===== config.mk =====
export PLATFORM = sky130hd
export DESIGN_NAME = tlp_host_emu
export DESIGN_NICKNAME = d
export VERILOG_FILES = /design/src/rtl/tlp_host_emu.sv
export SDC_FILE = /design/constraint.sdc
export NUM_CORES = 1
export LEC_CHECK = 0
export CAP_MARGIN = 20
export CORE_ASPECT_RATIO = 1.75
export CORE_MARGIN = 2
export CORE_UTILIZATION = 26
export CTS_BUF_LIST = sky130_fd_sc_hd__clkbuf_4
export CTS_CLUSTER_DIAMETER = 150
export DETAILED_ROUTE_END_ITERATION = 6
export SLEW_MARGIN = 20
export SYNTH_ARGS = -nofsm -noshare
export SYNTH_HDL_FRONTEND = slang
export SYNTH_SLANG_ARGS = --single-unit

===== constraint.sdc =====
create_clock -name clk_in -period 4.34 [get_ports clk_in]
set_input_delay 0.651 -clock clk_in [delete_from_list [all_inputs] [get_ports clk_in]]
set_output_delay 0.651 -clock clk_in [all_outputs]
set_load 0.02 [all_outputs]

===== src/rtl/tlp_host_emu.sv =====
// Host-side endpoint model: sinks FPGA->CPU memory-write TLPs into a host RAM port
// and acknowledges consumed chunks with rdPtr register-write TLPs.
module tlp_host_emu #(
  parameter int unsigned MEM_QW_BITS    = 12,
  parameter int unsigned NUMCHUNKS_BITS = 2,
  parameter logic [15:0] HOST_ID        = 16'h1CCC,
  parameter logic [31:0] RDPTR_ADDR     = 32'h00200018,
  parameter int unsigned ACK_DELAY      = 4
) (
  input  logic                      clk_in,
  input  logic                      reset_in,
  input  logic [63:0]               rxData_in,
  input  logic                      rxValid_in,
  output logic                      rxReady_out,
  input  logic                      rxSOP_in,
  input  logic                      rxEOP_in,
  output logic [63:0]               txData_out,
  output logic                      txValid_out,
  input  logic                      txReady_in,
  output logic                      txSOP_out,
  output logic                      txEOP_out,
  input  logic [28:0]               f2cBase_in,
  input  logic [28:0]               mtrBase_in,
  input  logic                      autoAck_in,
  output logic                      memWrEnable_out,
  output logic [MEM_QW_BITS-1:0]    memWrAddr_out,
  output logic [63:0]               memWrData_out,
  output logic [NUMCHUNKS_BITS-1:0] wrPtr_out,
  output logic [NUMCHUNKS_BITS-1:0] rdPtr_out,
  output logic [15:0]               tlpCount_out,
  output logic                      error_out
);

  localparam int unsigned DLY_W = (ACK_DELAY > 0) ? $clog2(ACK_DELAY + 1) : 1;
  localparam logic [63:0] ACK_HDR = {HOST_ID, 8'h00, 8'h0F, 8'h40, 14'd0, 10'd1};

  typedef enum logic [2:0] {R_IDLE, R_ADDR, R_DATA, R_MTR, R_DROP} rxState_t;
  typedef enum logic [1:0] {T_IDLE, T_WAIT, T_HDR, T_DATA} txState_t;

  rxState_t rxState, rxNext;
  txState_t txState, txNext;

  logic [8:0]             lenQw;
  logic [9:0]             beatCnt;
  logic [MEM_QW_BITS-1:0] wrAddr;
  logic [DLY_W-1:0]       dlyCnt;

  logic        rxBeat, hdrBad, inWin, lenMatch;
  logic [28:0] addrQw, qwOff;
  logic        loadHdr, loadOff, incBeat, capPtr, countTlp, setErr, ackDone;
  logic [NUMCHUNKS_BITS-1:0] rdPtrNext;

  assign rxBeat    = rxValid_in && rxReady_out;
  assign hdrBad    = (rxData_in[31:24] != 8'h40) || rxData_in[0] || (rxData_in[9:0] == 10'd0);
  assign addrQw    = rxData_in[31:3];
  assign qwOff     = addrQw - f2cBase_in;
  assign inWin     = (addrQw >= f2cBase_in) && ((qwOff >> MEM_QW_BITS) == 29'd0);
  assign lenMatch  = (beatCnt + 10'd1) == {1'b0, lenQw};
  assign rdPtrNext = rdPtr_out + NUMCHUNKS_BITS'(1);

  assign memWrAddr_out = wrAddr;
  assign memWrData_out = memWrEnable_out ? rxData_in : 64'd0;

  // State registers for both FSMs
  always_ff @(posedge clk_in) begin
    if (!reset_in) begin
      rxState <= R_IDLE;
      txState <= T_IDLE;
    end else begin
      rxState <= rxNext;
      txState <= txNext;
    end
  end

  // RX decode; a SOP beat always restarts header parsing regardless of state
  always_comb begin
    rxNext          = rxState;
    loadHdr         = 1'b0;
    loadOff         = 1'b0;
    incBeat         = 1'b0;
    capPtr          = 1'b0;
    countTlp        = 1'b0;
    setErr          = 1'b0;
    memWrEnable_out = 1'b0;
    if (rxBeat) begin
      if (rxSOP_in) begin
        loadHdr = 1'b1;
        if (rxState != R_IDLE) setErr = 1'b1;
        if (hdrBad || rxEOP_in) begin
          setErr = 1'b1;
          rxNext = rxEOP_in ? R_IDLE : R_DROP;
        end else begin
          rxNext = R_ADDR;
        end
      end else begin
        case (rxState)
          R_IDLE: setErr = 1'b1;
          R_ADDR: begin
            if (rxEOP_in) begin
              setErr = 1'b1;
              rxNext = R_IDLE;
            end else if (rxData_in[2:0] != 3'd0) begin
              setErr = 1'b1;
              rxNext = R_DROP;
            end else if (addrQw == mtrBase_in) begin
              rxNext = R_MTR;
            end else if (inWin) begin
              loadOff = 1'b1;
              rxNext  = R_DATA;
            end else begin
              rxNext = R_DROP;
            end
          end
          R_DATA, R_MTR: begin
            incBeat         = 1'b1;
            memWrEnable_out = (rxState == R_DATA);
            capPtr          = (rxState == R_MTR) && (beatCnt == 10'd0);
            if (rxEOP_in) begin
              rxNext = R_IDLE;
              if (lenMatch) countTlp = 1'b1;
              else          setErr   = 1'b1;
            end
          end
          R_DROP: if (rxEOP_in) rxNext = R_IDLE;
          default: rxNext = R_IDLE;
        endcase
      end
    end
  end

  // RX datapath registers
  always_ff @(posedge clk_in) begin
    if (!reset_in) begin
      rxReady_out  <= 1'b0;
      lenQw        <= '0;
      beatCnt      <= '0;
      wrAddr       <= '0;
      wrPtr_out    <= '0;
      tlpCount_out <= '0;
      error_out    <= 1'b0;
    end else begin
      rxReady_out <= 1'b1;
      if (loadHdr) begin
        lenQw   <= rxData_in[9:1];
        beatCnt <= '0;
      end else if (incBeat) begin
        beatCnt <= beatCnt + 10'd1;
      end
      if (loadOff)              wrAddr <= qwOff[MEM_QW_BITS-1:0];
      else if (memWrEnable_out) wrAddr <= wrAddr + MEM_QW_BITS'(1);
      if (capPtr)   wrPtr_out    <= rxData_in[NUMCHUNKS_BITS-1:0];
      if (countTlp) tlpCount_out <= tlpCount_out + 16'd1;
      if (setErr)   error_out    <= 1'b1;
    end
  end

  // TX ack sequencer; ack requests are only re-evaluated from T_IDLE
  always_comb begin
    txNext  = txState;
    ackDone = 1'b0;
    case (txState)
      T_IDLE: if (autoAck_in && (wrPtr_out != rdPtr_out)) txNext = T_WAIT;
      T_WAIT: if (dlyCnt == '0) txNext = T_HDR;
      T_HDR:  if (txReady_in) txNext = T_DATA;
      T_DATA: begin
        if (txReady_in) begin
          txNext  = T_IDLE;
          ackDone = 1'b1;
        end
      end
      default: txNext = T_IDLE;
    endcase
  end

  // TX outputs registered from next state so beats hold steady under backpressure
  always_ff @(posedge clk_in) begin
    if (!reset_in) begin
      dlyCnt      <= '0;
      rdPtr_out   <= '0;
      txValid_out <= 1'b0;
      txSOP_out   <= 1'b0;
      txEOP_out   <= 1'b0;
      txData_out  <= '0;
    end else begin
      if (txState == T_IDLE)                       dlyCnt <= DLY_W'(ACK_DELAY);
      else if (txState == T_WAIT && dlyCnt != '0)  dlyCnt <= dlyCnt - DLY_W'(1);
      if (ackDone) rdPtr_out <= rdPtrNext;
      txValid_out <= (txNext == T_HDR) || (txNext == T_DATA);
      txSOP_out   <= (txNext == T_HDR);
      txEOP_out   <= (txNext == T_DATA);
      if (txNext == T_HDR)       txData_out <= ACK_HDR;
      else if (txNext == T_DATA) txData_out <= {32'(rdPtrNext), RDPTR_ADDR};
      else                       txData_out <= '0;
    end
  end

endmodule


# Word level (Yosys, flattened, before mapping)
# Index checks and enable logic that the tools add are counted.
# word_totals
reg_bits	128
output_inout_bits	166
word_cells	122
# classes
addsub	6
n_lt_le_gt_ge	1
eq_ne	15
n_mux	56
bitwise_logic	1
reduce_logical	26
# ops
cell	count
two-way mux 64 bit	1
two-way mux 61 bit	1
two-way mux 1 bit	34
two-way mux 34 bit	1
two-way mux 3 bit	10
equality test 29 bit	1
greater-or-equal comparator 29 bit	1
zero test 29 bit	1
subtractor 29 bit	1
two-way mux 12 bit	2
zero test 10 bit	2
adder 16 x 1 -> 16 bit, second input constant	1
adder 12 x 1 -> 12 bit, second input constant	1
adder 10 x 1 -> 10 bit, second input constant	1
equality test 10 x 9 -> 1 bit	1
one-hot mux 3 bit (3 select lines)	1
nonzero test 3 bit	3
equality test 2 bit, second input constant	4
two-way mux 2 bit	4
!= test 8 x 7 -> 1 bit, second input constant	1
one-hot mux 2 bit (4 select lines)	1
OR reduction 2 bit	4
equality test 3 x 2 -> 1 bit, second input constant	2
zero test 3 bit	2
other kinds (16)	24

# Logic depth before layout (Yosys ltp)
# Gate-level depths: netlist of the first run.
# logic_depth
depth_word	11
depth_mapped	14

# Worst setup path after synthesis of the first run
# No wires, ideal clock.
# synth_timing
kind	input to register
startpoint	input rxData_in[3]
endpoint	register wrAddr[2], in the netlist memWrAddr_out[2]
setup_ns	0.120
t_arrival_ns	3.487
t_required_ns	4.220
slack_ns	0.733
path_stages	13
n_path_buf	0
path_cell_list	inv_1 ha_1 inv_1 fa_1 a211oi_1 o21ai_1 a41o_1 or3_1 a22oi_1 and4b_1 nand4_4 o311a_1 o31a_1
# synth_between
elab_chain_cells	11
elab_cells_between_ends	14
cone_classes	add/sub (1); order compare (1); eq/ne (1); mux (8); reduce/logical (3)
# synth_lines
item	line_no	text
start: declaration	12	input logic [63:0] rxData_in,
subtractor 29 bit	56	assign qwOff = addrQw - f2cBase_in;
zero test 29 bit	57	assign inWin = (addrQw >= f2cBase_in) && ((qwOff >> MEM_QW_BITS) == 29'd0);
logical AND 1 bit	57	
two-way mux 1 bit	107	end else if (inWin) begin
two-way mux 1 bit	105	end else if (addrQw == mtrBase_in) begin
two-way mux 1 bit	102	end else if (rxData_in[2:0] != 3'd0) begin
two-way mux 1 bit	99	if (rxEOP_in) begin
two-way mux 1 bit	96	case (rxState)
two-way mux 1 bit	86	if (rxSOP_in) begin
two-way mux 1 bit	85	if (rxBeat) begin
two-way mux 12 bit or nonzero test 2 bit (tied branches)	-	
end signal: assignment	149	if (loadOff) wrAddr <= qwOff[MEM_QW_BITS-1:0];
end signal: assignment	150	else if (memWrEnable_out) wrAddr <= wrAddr + MEM_QW_BITS'(1);
end: declaration	45	logic [MEM_QW_BITS-1:0] wrAddr;
# Several ways; a longest one is shown, not always the timed one.
# A chain may end at the register's enable or synchronous reset.

# Final worst setup path of the first run
# layout_timing
startpoint	input rxValid_in
endpoint	output memWrData_out[45]
# layout_between
elab_chain_cells	3
# layout_lines
item	line_no	text
start: declaration	13	input logic rxValid_in,
logical AND 1 bit	53	assign rxBeat = rxValid_in && rxReady_out;
two-way mux 1 bit	85	
two-way mux 64 bit	62	assign memWrData_out = memWrEnable_out ? rxData_in : 64'd0;
end: declaration	27	output logic [63:0] memWrData_out,
# Every way passes these cells.

==> flow_metrics.tcl, run 1 <==
set metrics [dict create \
    dp_hpwl_mm 22.4 \
    wire_per_inst_um 17.4 \
    synth_seq_cells 67 \
    synth_area_mm2 0.00672 \
    yosysSeqAreaShare 0.200 \
    cts_root_buf "clkbuf_4" \
    htreeDepth 3 \
    grt_pass1_wl_mm 40.5 \
    async_flop_share 0 \
    clock_skew_ns 0.0170 \
    setup_viol 0 \
    routed_via_density 4.87 \
    grt_overflow 0 \
    report.final.slew_viol_count 0 \
    area.sequential_mm2 0.00134 \
    first_pass_iters 5 \
    clkLatencyLatePin_ns 0.42 \
    start_util 0.265 \
    vdd_drop_max_v 0.0000979 \
    drv_cap 0 \
    avgSynthCellArea_um2 7.52 \
    grt_max_degree 38 \
    top_layer "met4" \
    drc 0 \
    synthFlopType "dfxtp_1" \
    clk_pin_slew_worst_paths_ns 0.11 \
    rows 77 \
    setup.worst_path.end_class "primary output" \
    holdBufCountCts 0 \
    gp_congestion 0.955 \
    antenna_found_initial 1 \
    cts_setup_buffers 0 \
    cts_inserted_buffers 9 \
    wl_met2_mm 14.3 \
    core_area_mm2 0.0253 \
    leakage_nw 3.82 \
    synth_edf_count 0 \
    min_period_ns 3.99 \
    drive_above_1_share 0.105 \
    cp_max_fo 33 \
    cts_tree "done" \
    wl_met3_mm 1.24 \
    rsz0062_at_grt "no" \
    dpl.cell_count 1481 \
    cp.arrival_ns 3.34 \
    die_h_um 217 \
    period_share 0.920 \
    drtIter0Drc 257 \
    port_buffers 246 \
    die_w_um 126 \
    final_nets 1341 \
    cts_buffer_depth 2 \
    yosysUniqueCellTypes 82 \
    cts.sinks 67 \
    num_io_pins 295 \
    cts_resized 0 \
    ant_nets 0 \
    status "completed" \
    start_kind "input pin" \
    hold_path_class "flip-flop to flip-flop" \
    nFillCells 2640 \
    required_ns 3.69 \
    die_area_mm2 0.0272 \
    fin_tns_setup_ns 0 \
    syn_to_final_growth_pct 46.4 \
    fmax_ghz 0.250 \
    layout_common_cells "246 x clkdlybuf4s50_1, 78 x buf_4, 69 x nand2_1, 69 x and2_1, 67 x dfxtp_1" \
    powerDensity_mw_per_mm2 176 \
    final_hold_viol_count 0 \
    grt_use_total 0.189 \
    layout_commonest_cell "clkdlybuf4s50_1" \
    vias 7292 \
    drt-met1-wl_mm 9.03 \
    multi_input_area_mm2 0.00471 \
    tightestPinTransition_ns 0.842 \
    relSlewSlack 0.437 \
    ys.warnings.count 0 \
    grt_pass1_vias 7398 \
    syn_inst 894 \
    layoutNonFillerInstCount 1497 \
    crit_type "input pin to primary output" \
    wirelength_mm 26.1 \
]
## layout make-up
type | count | area share
Multi-Input combinational cell | 717 | 0.479
Inverter | 56 | 0.0214
Tap cell | 316 | 0.0402
Sequential cell | 67 | 0.136
Antenna cell | 1 | 0.000254
Clock buffer | 9 | 0.00687
Clock inverter | 6 | 0.00445
Timing Repair Buffer | 325 | 0.312
## power breakdown
part	leakage, nW	total, mW	internal (mW)	switching [mW]
registers	0.542	0.640	0.627	0.0133
clock network	0.0500	0.352	0.114	0.238
logic	3.22	0.738	0.340	0.398
## registers in the layout (all words and copies together), names as in the netlist, 2 cells and up
signal	flops
tlpCount_out	16
memWrAddr_out	12
beatCnt	10
lenQw	9
txData_out	4
dlyCnt	3
rxState	3
rdPtr_out	2
txState	2
wrPtr_out	2
## path summary, 6_finish.rpt
check | from | to | slack (ns) | depth (start not counted)
max | rxValid_in | memWrData_out[45] | 0.35 | 7
min | error_out | error_out | 0.48 | 2
max reg2reg | beatCnt[0] | tlpCount_out[6] | 1.35 | 10
min reg2reg | error_out | error_out | 0.48 | 2
## logic make-up (layout without fill, tap and decap cells)
group,Yosys count,count (layout),share of synthesized area
XOR/XNOR,89,89,0.116
adder cells (fa/ha/maj),36,36,0.0682
AO/OA/AOI/OAI,196,196,0.196
AND/OR/NAND/NOR,338,338,0.277
other,1,49,0.000558
flip-flops,67,67,0.200
buffers and inverters,157,396,0.128
multiplexers,10,10,0.0149
## Yosys cell counts, types with 4 or more instances
cell / count / area share
nand3_1: 20 / 0.015
inv_1: 55 / 0.031
a21o_1: 11 / 0.012
xor2_1: 45 / 0.059
a21oi_1: 59 / 0.044
a21oi_2: 4 / 0.0052
nor3_1: 16 / 0.012
and3_1: 8 / 0.0074
ha_1: 35 / 0.065
clkbuf_1: 21 / 0.012
buf_2: 14 / 0.010
dfxtp_1: 67 / 0.20
a31oi_1: 13 / 0.012
o21ai_0: 34 / 0.025
and2_1: 69 / 0.064
nor2b_1: 4 / 0.0037
o211ai_1: 12 / 0.013
nand4_1: 19 / 0.018
nand2b_1: 5 / 0.0047
nor4_1: 17 / 0.016
nor2_1: 63 / 0.035
xnor2_1: 44 / 0.057
o21a_1: 8 / 0.0089
nand2_1: 69 / 0.039
or3_1: 16 / 0.015
mux2i_1: 10 / 0.015
a211oi_1: 15 / 0.017
buf_4: 65 / 0.073
## metrics by stage
step | area, um2 | power (mW) | utilization | setup WS [ns] | hold WS (ns)
4_1_cts | 9830 | 1.75 | 0.388 | 0.325 | 0.481
3_5_place_dp | 9720 | 1.39 | 0.384 | -0.0218 | 0.464
6_report | 9840 | 1.73 | 0.388 | 0.347 | 0.477
5_1_grt | 9840 | 1.84 | 0.388 | 0.140 | 0.493
2_1_floorplan | 6900 | 1.09 | - | 0.733 | 0.448
3_3_place_gp | 9720 | 1.39 | 0.384 | 0.0688 | 0.446
## critical path, cell delays in order
cell             delay (ns)
clkdlybuf4s50_1        0.56
nand2_1                0.15
or4b_2                 0.69
nor2_4                 0.18
buf_4                  0.31
and2_1                 0.18
clkdlybuf4s50_1        0.61
## routing by layer
| layer | GRT usage | up-vias |
|---|---|---|
| met4 | 0.109 | 0 |
| met3 | 0.0222 | 65 |
| met5 | 0 | - |
| met1 | 0.182 | 3345 |
| met2 | 0.376 | 304 |
| li1 | - | 3578 |
No activity file was read; power rests on OpenSTA's default activity.
==> run 2: changes to the inputs <==
Settings changed: MAX_ROUTING_LAYER set to met4, SETUP_SLACK_MARGIN set to 0.05.
==> flow_metrics.tcl, run 2 (same netlist as run 1, synthesis figures left out) <==
set metrics [dict create \
    status "completed" \
    start_util 0.265 \
    clock_skew_ns 0.0155 \
    hold_path_class "flip-flop to flip-flop" \
    nFillCells 2707 \
    drtIter0Drc 194 \
    rsz0062_at_grt "no" \
    layout_common_cells "246 x clkdlybuf4s50_1, 82 x buf_4, 69 x nand2_1, 69 x and2_1, 67 x dfxtp_1" \
    final_nets 1345 \
    fmax_ghz 0.251 \
    first_pass_iters 4 \
    fin_total_pwr_mw 1.90 \
    rows 77 \
    cp.arrival_ns 4.27 \
    cts_inserted_buffers 9 \
    report.final.slew_viol_count 0 \
    setup.worst_path.end_class "flip-flop" \
    cts.sinks 67 \
    final_hold_viol_count 0 \
    period_share 0.917 \
    grt_overflow 0 \
    die_w_um 126 \
    wire_per_inst_um 17.6 \
    cts_resized 0 \
    drc 0 \
    die_h_um 217 \
    cts_buffer_depth 2 \
    crit_start "f2cBase_in[0]" \
    setup_viol 0 \
    port_buffers 246 \
    leakage_nw 3.88 \
    dp_slack_ns -0.0537 \
    vdd_drop_max_v 0.000140 \
    cp_max_fo 9 \
    crit_type "input pin to flip-flop" \
    clkLatencyLatePin_ns 0.41 \
    cts_setup_buffers 0 \
    gp_congestion 0.950 \
    cts_tree "done" \
    core_area_mm2 0.0253 \
    dp_hpwl_mm 22.7 \
    required_ns 4.63 \
    rr_startpoint "rxReady_out" \
    layout_commonest_cell "clkdlybuf4s50_1" \
    tightestPinTransition_ns 0.981 \
    grt_pass1_wl_mm 40.4 \
    die_area_mm2 0.0272 \
    ant_nets 0 \
    vias 7209 \
    htreeDepth 3 \
    drive_above_1_share 0.108 \
    antenna_found_initial 1 \
    min_period_ns 3.98 \
    top_register "tlpCount_out" \
    syn_to_final_growth_pct 47.7 \
    drv_cap 0 \
    routed_via_density 4.80 \
    clk_pin_slew_worst_paths_ns 0.11 \
    num_io_pins 295 \
    cts_root_buf "clkbuf_4" \
    hp-start "error_out" \
    start_kind "input pin" \
    fin_ws_ns 0.360 \
    largest_register_ffs 16 \
    grt_max_degree 38 \
    wirelength_mm 26.5 \
    holdBufCountCts 0 \
    relSlewSlack 0.344 \
    grt_pass1_vias 7382 \
    grt_use_total 0.195 \
    powerDensity_mw_per_mm2 191 \
]
-- run 2: worst paths after layout --
kind	cells after the start	slack (ns)	endpoint
worst max-delay path	13	0.36	memWrAddr_out[2]
worst min-delay path	2	0.47	error_out
worst max register to register	9	1.38	tlpCount_out[6]
worst min register to register	2	0.47	error_out
-- run 2: power breakdown --
part	internal [mW]	switching (mW)
logic	0.343	0.402
clock network	0.286	0.225
registers	0.627	0.0133
-- run 2: per-stage QoR --
| stage | area, um2 | std cells | hold slack [ns] | utilization | setup TNS, ns |
|---|---|---|---|---|---|
| after global routing | 9930 | 1501 | 0.499 | 0.392 | 0 |
| after floorplan | 6900 | 941 | 0.448 | - | 0 |
| final | 9930 | 1501 | 0.471 | 0.392 | 0 |
| after global placement | 9750 | 1485 | 0.442 | 0.385 | -0.00323 |
| after detailed placement | 9750 | 1485 | 0.451 | 0.385 | -0.0537 |
| after CTS | 9920 | 1500 | 0.469 | 0.392 | 0 |
-- run 2: layout make-up --
cell class / instances / area (um2) / share of cell area
timing repair buffer: 329 / 3100 / 0.312
tap: 316 / 395 / 0.0398
clock buffer: 9 / 67.6 / 0.00681
clock inverter: 6 / 105 / 0.0106
inverter: 56 / 210 / 0.0212
multi-input combinational: 717 / 4710 / 0.474
antenna: 1 / 2.50 / 0.000252
sequential: 67 / 1340 / 0.135
-- run 2: metal layers --
layer | share of wire | wire length (um) | track usage | up-vias
met5 | 0 | 0 | - | -
met4 | 0.039 | 1040 | 0.0859 | 0
met3 | 0.035 | 918 | 0.0160 | 45
met2 | 0.57 | 15100 | 0.390 | 256
met1 | 0.35 | 9360 | 0.184 | 3321
li1 | - | - | - | 3587
-- run 2: critical path, cell delays in order --
cell,delay [ns]
clkdlybuf4s50_1,0.58
ha_1,0.21
inv_1,0.05
fa_1,0.38
a211oi_1,0.26
o21ai_1,0.21
a41o_1,0.31
or3_1,0.36
a22oi_1,0.18
and4b_1,0.28
nand4_4,0.19
o311a_1,0.38
o31a_1,0.23
==> run 3: changes to the inputs <==
Settings changed: CORE_MARGIN 2 to 3.
==> flow_metrics.tcl, run 3 (same netlist as run 1, synthesis figures left out) <==
set metrics [dict create \
    status "completed" \
    grt_max_degree 41 \
    drc 0 \
    grt_pass1_wl_mm 40.4 \
    seqPwrFrac 0.325 \
    holdBufCountCts 0 \
    gp_congestion 0.983 \
    die_w_um 128 \
    fin_total_pwr_mw 1.97 \
    drive_above_1_share 0.105 \
    cts_tree "done" \
    pwr-share-clk 0.301 \
    grt_pass1_vias 7282 \
    rows 77 \
    rsz0062_at_grt "no" \
    start_util 0.265 \
    powerDensity_mw_per_mm2 198 \
    grt_overflow 0 \
    core_area_mm2 0.0253 \
    crit_slowest_cell "clkdlybuf4s50_1" \
    die_h_um 219 \
    die_area_mm2 0.0279 \
    htreeDepth 3 \
    crit_type "input pin to flip-flop" \
    clock_skew_ns 0.0272 \
    vias 7317 \
    switchingPower_uw 648 \
    cts_setup_buffers 0 \
    cp_max_fo 9 \
    pwr-share-comb 0.373 \
    cts_buffer_depth 2 \
    final_nets 1340 \
    dp_hpwl_mm 23.1 \
    dpl.cell_count 1480 \
    drv_cap 0 \
    num_io_pins 295 \
    period_share 0.912 \
    final_hold_viol_count 0 \
    routed_via_density 4.89 \
    layout_commonest_cell "clkdlybuf4s50_1" \
    fin_ws_ns 0.381 \
    relSlewSlack 0.398 \
    setup_viol 0 \
    crit_chain "clkdlybuf4s50_1 > inv_1 > ha_1 > inv_1 > fa_1 > a211oi_1 > o21ai_1 > a41o_1 > or3_1 > a22oi_1 > and4b_1 > nand4_4 > o311a_1 > o31a_1" \
    cts.sinks 67 \
    setup.worst_path.end_class "flip-flop" \
    critPathMaxStageDelay_ns 0.42 \
    ant_nets 0 \
    grt_use_total 0.191 \
    wirelength_mm 26.7 \
    syn_to_final_growth_pct 47.8 \
    cts_root_buf "clkbuf_4" \
    report.final.slew_viol_count 0 \
    leakage_nw 3.87 \
    intPower_mw 1.32 \
    tightestPinTransition_ns 0.901 \
    required_ns 4.64 \
    cpMostUsedCell "inv_1" \
    hold_path_class "flip-flop to flip-flop" \
    dp_slack_ns -0.0562 \
    wire_per_inst_um 17.8 \
    cts_resized 0 \
    largest_register_ffs 16 \
    layoutNonFillerInstCount 1497 \
    min_period_ns 3.96 \
    fmax_ghz 0.253 \
    vdd_drop_max_v 0.000160 \
    first_pass_iters 4 \
    cp.arrival_ns 4.26 \
    antenna_found_initial 1 \
    switching_share 0.329 \
    clk_pin_slew_worst_paths_ns 0.12 \
    port_buffers 246 \
    top_register "tlpCount_out" \
    cts_inserted_buffers 9 \
    start_kind "input pin" \
    layout_common_cells "246 x clkdlybuf4s50_1, 77 x buf_4, 69 x nand2_1, 69 x and2_1, 67 x dfxtp_1" \
    clkLatencyLatePin_ns 0.42 \
    drtIter0Drc 290 \
]
run 3: cell count changes in the layout (fill, tap and decap cells not counted):
cell,before,now
buf_4,82,77
clkinv_2,3,0
clkinv_4,0,2
clkbuf_4,9,10
bufinv_16,3,4
run 3: worst max-delay path: cells and delay by family:
family / cells / cell delay [ns]
AND/OR/NAND/NOR: 3 / 0.81
AO/OA/AOI/OAI: 6 / 1.58
buffers and inverters: 3 / 0.65
adder cells (fa/ha/maj): 2 / 0.59
run 3: power by group through the flow:
stage / clock network, mW / registers, mW / logic [mW]
2_1_floorplan: 0 / 0.657 / 0.429
6_report: 0.594 / 0.640 / 0.735
3_3_place_gp: 0 / 0.654 / 0.734
5_1_grt: 0.628 / 0.643 / 0.798
3_5_place_dp: 0 / 0.654 / 0.734
4_1_cts: 0.607 / 0.641 / 0.737
run 3: per-stage QoR:
step	setup TNS (ns)	area, um2	hold slack [ns]	util
finish	0	9930	0.456	0.392
global route	0	9930	0.472	0.392
CTS	0	9930	0.457	0.392
detailed placement	-0.0562	9710	0.441	0.383
global placement	0	9710	0.434	0.383
floorplan	0	6900	0.448	-
run 3: layer usage:
layer,global-route usage,part of all wire
met1,0.182,0.35
met2,0.376,0.56
met3,0.0149,0.043
met4,0.0948,0.050
met5,-,0
run 3: area by class of cell:
| cell class | instances | area [um2] |
|---|---|---|
| Clock buffer | 10 | 75.1 |
| Clock inverter | 6 | 138 |
| Multi-Input combinational cell | 717 | 4710 |
| Sequential cell | 67 | 1340 |
| Antenna cell | 1 | 2.50 |
| Inverter | 56 | 210 |
| Timing Repair Buffer | 324 | 3060 |
| Tap cell | 316 | 395 |
| Fill cell | 2670 | 15400 |
run 3: worst paths after layout:
check                    start               end  cells after the start  slack, ns
hold reg to reg      error_out         error_out                      2       0.46
setup / recovery  rxData_in[3]  memWrAddr_out[2]                     14       0.38
setup reg to reg   rxReady_out  memWrAddr_out[9]                     11       1.32
hold / removal       error_out         error_out                      2       0.46
